===== config.mk =====
export PLATFORM = sky130hd
export DESIGN_NAME = systolic_skew_stream
export DESIGN_NICKNAME = d
export VERILOG_FILES = /design/src/rtl/systolic_pkg.sv /design/src/rtl/skew_lane_delay.sv /design/src/rtl/systolic_skew_stream.sv
export SDC_FILE = /design/constraint.sdc
export NUM_CORES = 1
export LEC_CHECK = 0
export CAP_MARGIN = 20
export CORE_ASPECT_RATIO = 1.4
export CORE_MARGIN = 3
export CORE_UTILIZATION = 50
export CTS_CLUSTER_DIAMETER = 30
export DETAILED_ROUTE_END_ITERATION = 16
export MAX_ROUTING_LAYER = met4
export PLACE_DENSITY_LB_ADDON = 0.25
export SYNTH_ARGS = -nofsm -noshare
export SYNTH_HDL_FRONTEND = slang
export SYNTH_SLANG_ARGS = --single-unit

===== constraint.sdc =====
create_clock -name CLK -period 1.9 [get_ports CLK]
set_input_delay 0.475 -clock CLK [delete_from_list [all_inputs] [get_ports CLK]]
set_output_delay 0.475 -clock CLK [all_outputs]
set_load 0.02 [all_outputs]

===== src/rtl/systolic_pkg.sv =====
// Shared types and helpers for the systolic operand skew unit.
// Lane delays form a triangle; tri_base gives the flat offset of a d-deep chain.
package systolic_pkg;

  typedef enum logic [1:0] {
    IDLE   = 2'd0,
    STREAM = 2'd1,
    DRAIN  = 2'd2
  } skew_state_e;

  function automatic int lane_delay(input int i, input int length, input bit deskew);
    return deskew ? (length - 1 - i) : i;
  endfunction

  function automatic int tri_base(input int d);
    return (d * (d - 1)) / 2;
  endfunction

endpackage


===== src/rtl/skew_lane_delay.sv =====
// One lane of the skew triangle: a DEPTH-deep data/valid shift chain that
// advances only on step. DEPTH = 0 degenerates to a combinational pass-through.
module skew_lane_delay #(
  parameter int WIDTH = 8,
  parameter int DEPTH = 0
) (
  input  logic             CLK,
  input  logic             ASYNC_RST,
  input  logic             SYNC_RST,
  input  logic             step,
  input  logic [WIDTH-1:0] lane_data,
  input  logic             lane_vld,
  output logic [WIDTH-1:0] tail_data,
  output logic             tail_vld
);

  generate
    if (DEPTH == 0) begin : g_pass
      logic unused_ctrl;
      assign unused_ctrl = ^{CLK, ASYNC_RST, SYNC_RST, step};
      assign tail_data   = lane_data;
      assign tail_vld    = lane_vld;
    end else begin : g_chain
      logic [WIDTH-1:0] data_q [DEPTH];
      logic [DEPTH-1:0] vld_q;

      always_ff @(posedge CLK or negedge ASYNC_RST) begin
        if (!ASYNC_RST) begin
          for (int k = 0; k < DEPTH; k++) data_q[k] <= '0;
          vld_q <= '0;
        end else if (SYNC_RST) begin
          for (int k = 0; k < DEPTH; k++) data_q[k] <= '0;
          vld_q <= '0;
        end else if (step) begin
          data_q[0] <= lane_data;
          vld_q[0]  <= lane_vld;
          for (int k = 1; k < DEPTH; k++) begin
            data_q[k] <= data_q[k-1];
            vld_q[k]  <= vld_q[k-1];
          end
        end
      end

      assign tail_data = data_q[DEPTH-1];
      assign tail_vld  = vld_q[DEPTH-1];
    end
  endgenerate

endmodule


===== src/rtl/systolic_skew_stream.sv =====
// Triangular skew/deskew stage with valid/ready flow control and an
// automatic zero-fill drain of LENGTH-1 steps after the last vector.
module systolic_skew_stream
  import systolic_pkg::*;
#(
  parameter int WIDTH  = 8,
  parameter int LENGTH = 16,
  parameter int DESKEW = 0
) (
  input  logic              CLK,
  input  logic              ASYNC_RST,
  input  logic              SYNC_RST,
  input  logic              IN_VALID,
  output logic              IN_READY,
  input  logic              IN_LAST,
  input  logic [WIDTH-1:0]  IN_DATA [0:LENGTH-1],
  output logic              OUT_VALID,
  input  logic              OUT_READY,
  output logic              OUT_LAST,
  output logic [WIDTH-1:0]  OUT_DATA [0:LENGTH-1],
  output logic [LENGTH-1:0] OUT_LANE_VLD,
  output logic              BUSY
);

  localparam int CNT_W = (LENGTH > 1) ? $clog2(LENGTH) : 1;
  localparam logic [CNT_W-1:0] LAST_CNT = CNT_W'((LENGTH > 1) ? (LENGTH - 2) : 0);

  skew_state_e      state_q, state_d;
  logic [CNT_W-1:0] cnt_q, cnt_d;
  logic             draining;
  logic             step;

  assign draining = (state_q == DRAIN);

  // Handshake: drain ignores upstream and pushes zero-fill until the triangle empties.
  always_comb begin
    OUT_VALID = IN_VALID;
    IN_READY  = OUT_READY;
    if (draining) begin
      OUT_VALID = 1'b1;
      IN_READY  = 1'b0;
    end
    step = OUT_VALID & OUT_READY;
    BUSY = (state_q != IDLE);
    if (LENGTH == 1) OUT_LAST = IN_LAST;
    else             OUT_LAST = draining && (cnt_q == LAST_CNT);
  end

  always_comb begin
    state_d = state_q;
    cnt_d   = cnt_q;
    if (step) begin
      case (state_q)
        IDLE, STREAM: begin
          if (IN_LAST) begin
            state_d = (LENGTH > 1) ? DRAIN : IDLE;
            cnt_d   = '0;
          end else begin
            state_d = STREAM;
          end
        end
        DRAIN: begin
          if (cnt_q == LAST_CNT) begin
            state_d = IDLE;
            cnt_d   = '0;
          end else begin
            cnt_d = cnt_q + CNT_W'(1);
          end
        end
        default: state_d = IDLE;
      endcase
    end
  end

  always_ff @(posedge CLK or negedge ASYNC_RST) begin
    if (!ASYNC_RST) begin
      state_q <= IDLE;
      cnt_q   <= '0;
    end else if (SYNC_RST) begin
      state_q <= IDLE;
      cnt_q   <= '0;
    end else begin
      state_q <= state_d;
      cnt_q   <= cnt_d;
    end
  end

  for (genvar i = 0; i < LENGTH; i++) begin : g_lane
    localparam int DLY = lane_delay(i, LENGTH, DESKEW != 0);
    logic [WIDTH-1:0] lane_data;
    logic [WIDTH-1:0] tail_data;
    logic             tail_vld;

    assign lane_data = draining ? '0 : IN_DATA[i];

    skew_lane_delay #(
      .WIDTH (WIDTH),
      .DEPTH (DLY)
    ) u_lane (
      .CLK       (CLK),
      .ASYNC_RST (ASYNC_RST),
      .SYNC_RST  (SYNC_RST),
      .step      (step),
      .lane_data (lane_data),
      .lane_vld  (!draining),
      .tail_data (tail_data),
      .tail_vld  (tail_vld)
    );

    assign OUT_DATA[i]     = tail_data;
    assign OUT_LANE_VLD[i] = tail_vld & OUT_VALID;
  end

endmodule


==> summary.txt <==
outcome: finished, violations left
failing checks: setup timing
Post-synth EDFFs: 0
global-route wire length before repair: 136 mm
layout cell share with drive strength beyond 1: 0.235
slowest CP cell: dfrtp_1
DRC: 0
Cell Area, Synth: 0.0358 sq mm
final hold violations: 0
die height: 323 um
MaxCap Viol Count: 0
Crit path required time: 1420 ps
startpoint types: register
row cnt: 115
Hold Crit Class: in -> reg
Routability Congestion: 0.796
Sw Ratio: 0.243
most area-consuming cells after synthesis: dfrtp_1, a22o_1, buf_4, buf_2, nand2_1
initial antenna violation count: 1
Clock Skews: 22.7 ps
final setup vio count: 997
Fmax: 0.425 GHz
Layout Nets: 3108
Port Buffer Count: 281
Sink Count: 981
dpl hpwl: 45.4 mm
Yosys Warn Count: 0
slew margin rel.: 0.613
Max clock buf depth: 3
Clock Latency Late Sink: 720 ps
P&R area growth vs syn: 36.9%
pre-CTS setup slack: -860 ps
Comb power frac: 0.127
cell-internal power: 42.5 mW
actual slew at the worst max-slew pin: 581 ps
RSZ-0062 raised after global routing: true
CP Cell Sequence: buf_6 > nand2b_4 > buf_8 > and2_4 > buf_12
crit end category: primary output
First-pass DRT Iterations: 5
Avg Cell Area, Syn: 13.9 sq um
Yosys top cell by area: dfrtp_1
Most used DFF post-synth: dfrtp_1
critical path's top delay family: buffers and inverters
LEAKAGE: 23.3 nW
PnR worst setup slack: -454 ps
Via Count: 23500
Switch Pwr: 13.7 mW
drt wl/cell: 22.8 um
I/O Pins: 282
Synth top area share: 0.685
synthesized instance count: 2571
sequential fraction of the synthesis area: 0.685
Synth async-reset ratio: 1.00
VDD IR-drop max: 824 uV
DR iter-0 viols: 1556
vias per cell: 5.84
DRT antenna net count: 0
Yosys reg bits: 981
vias in the first global route: 24400
clock network power share: 0.491
crit path DAT: 1880 ps
crit path buf inv count: 3
core area: 0.0706 sq mm
Seq pwr share: 0.382
largest net degree at the start of global routing: 116
CTS tree: built
crit path max fanout: 5
final critical-path required period: 2350 ps
critical path type: reg -> out
power per standard cell area: 1140 mW/mm^2
max incr delay on CP: 410 ps
GRT Overall Usage: 0.234
TNS Setup: -228950 ps
CTS clk-pin slew, worst paths: 50 ps
final global-route overflow total: 0
Die ar.: 0.0750 sq mm
Die X-Extent: 232 um
H-Tree Depth: 4
Synth cell types: 30
total CTS buffers: 144
Initial Util: 0.507
DRT Wirelength: 91.6 mm
period utilization: 1.24
Root Driver: clkbuf_16
Syn Nets: 2707
final number of max-transition violations: 0
cells by family (layout without fill, tap and decap cells):
group	Yosys count	in the layout	synth area share
other	0	1	0
adder cells (fa/ha/maj)	2	2	0.000698
buffers and inverters	348	866	0.0550
AO/OA/AOI/OAI	988	988	0.230
flip-flops	981	981	0.685
AND/OR/NAND/NOR	252	253	0.0291
worst min-delay path: cells and delay by family:
kind,cells,cell delay [ps]
compound gates,1,50
buf+inv,2,300
power by group through the flow:
stage          sequential, mW  combinational [mW]  clock, mW
6_report                 21.5                7.12       27.5
5_1_grt                  21.5                7.51       29.0
4_1_cts                  21.5                5.85       27.9
3_5_place_dp             21.8                4.23          0
3_3_place_gp             21.8                4.13          0
2_1_floorplan            21.8                2.01          0
flip-flops by register name, indices dropped and copies added, names as in the netlist:
| name | count |
|---|---|
| g_lane.u_lane.g_chain.data_q | 840 |
| cnt_q | 4 |
| state_q | 2 |
| g_lane.u_lane.tail_data | 120 |
| g_lane.u_lane.g_chain.vld_q | 15 |
path summary, 6_finish.rpt:
kind	start	end	slack (ps)	depth (start not counted)
max in group asynchronous	ASYNC_RST	g_lane[6].u_lane.g_chain.data_q[39]$_DFFE_PN0P_	720	3
min	SYNC_RST	g_lane[15].u_lane.g_chain.vld_q[8]$_DFFE_PN0P_	160	3
max	state_q[0]$_DFFE_PN0P_	OUT_DATA[127]	-450	5
min reg2reg	g_lane[15].u_lane.g_chain.data_q[32]$_DFFE_PN0P_	g_lane[15].u_lane.g_chain.data_q[24]$_DFFE_PN0P_	480	1
min in group asynchronous	ASYNC_RST	g_lane[10].u_lane.g_chain.data_q[32]$_DFFE_PN0P_	250	2
max reg2reg	state_q[0]$_DFFE_PN0P_	g_lane[15].u_lane.g_chain.data_q[87]$_DFFE_PN0P_	-360	11
stage by stage:
stage	power (mW)	cells	hold slack, ps	cell area (sq um)	utilization
floorplan	23.8	2571	179	35800	-
global placement	25.9	3584	401	39800	0.563
detailed placement	26.0	3584	391	39800	0.563
finish	56.1	4027	164	49100	0.695
CTS	55.2	3933	97.3	47000	0.665
global route	58.0	4027	152	49100	0.695
final cells by class:
class,instances,area (sq um)
repair buffers,595,8760
well taps,936,1170
fillers,4574,21600
multi-input cells,1243,9460
diodes,1,2.50
clock buffers,186,4070
inverters,7,26.3
clock inverters,78,1040
flip-flops and latches,981,24500
cells in the mapped netlist (6+ instances only):
cell        n
dfrtp_1   981
a22o_1    871
nand2_1   208
buf_2     169
buf_4     121
a21oi_1   108
clkbuf_1   45
nor2b_1    16
and2_1      8
inv_1       7
nor2_1      7
buf_1       6
per-layer routing:
layer	part of all wire	up-vias	GRT usage	routed length, um
met5	0	-	-	0
met4	0.022	0	0.0857	2010
met3	0.058	136	0.0591	5280
met2	0.49	666	0.355	45300
met1	0.43	12400	0.308	39000
li1	-	10400	-	-
cell usage in the layout (no fill, tap or decap), types with 11 or more instances in the layout:
master and instances:
a21oi_1 106, buf_12 73, clkbuf_1 18, clkinvlp_4 11
clkinv_4 13, clkbuf_16 207, bufinv_16 17, a22o_1 871
clkdlybuf4s15_2 77, buf_8 31, buf_6 43, nand2_1 208
inv_6 11, clkinv_2 16, clkbuf_8 18, buf_16 67
buf_2 32, clkdlybuf4s15_1 12, clkdlybuf4s50_1 131, dfrtp_1 981
buf_4 68
what timing repair did:
action	CTS	global route
endpoints found under the hold margin	77	0
resized for setup	593	120
hold buffers	1	0
pin swaps	128	362
setup buffers	32	35
gates cloned	56	73
setup endpoints to repair	727	1027
Power figures use the tool's default switching activity.
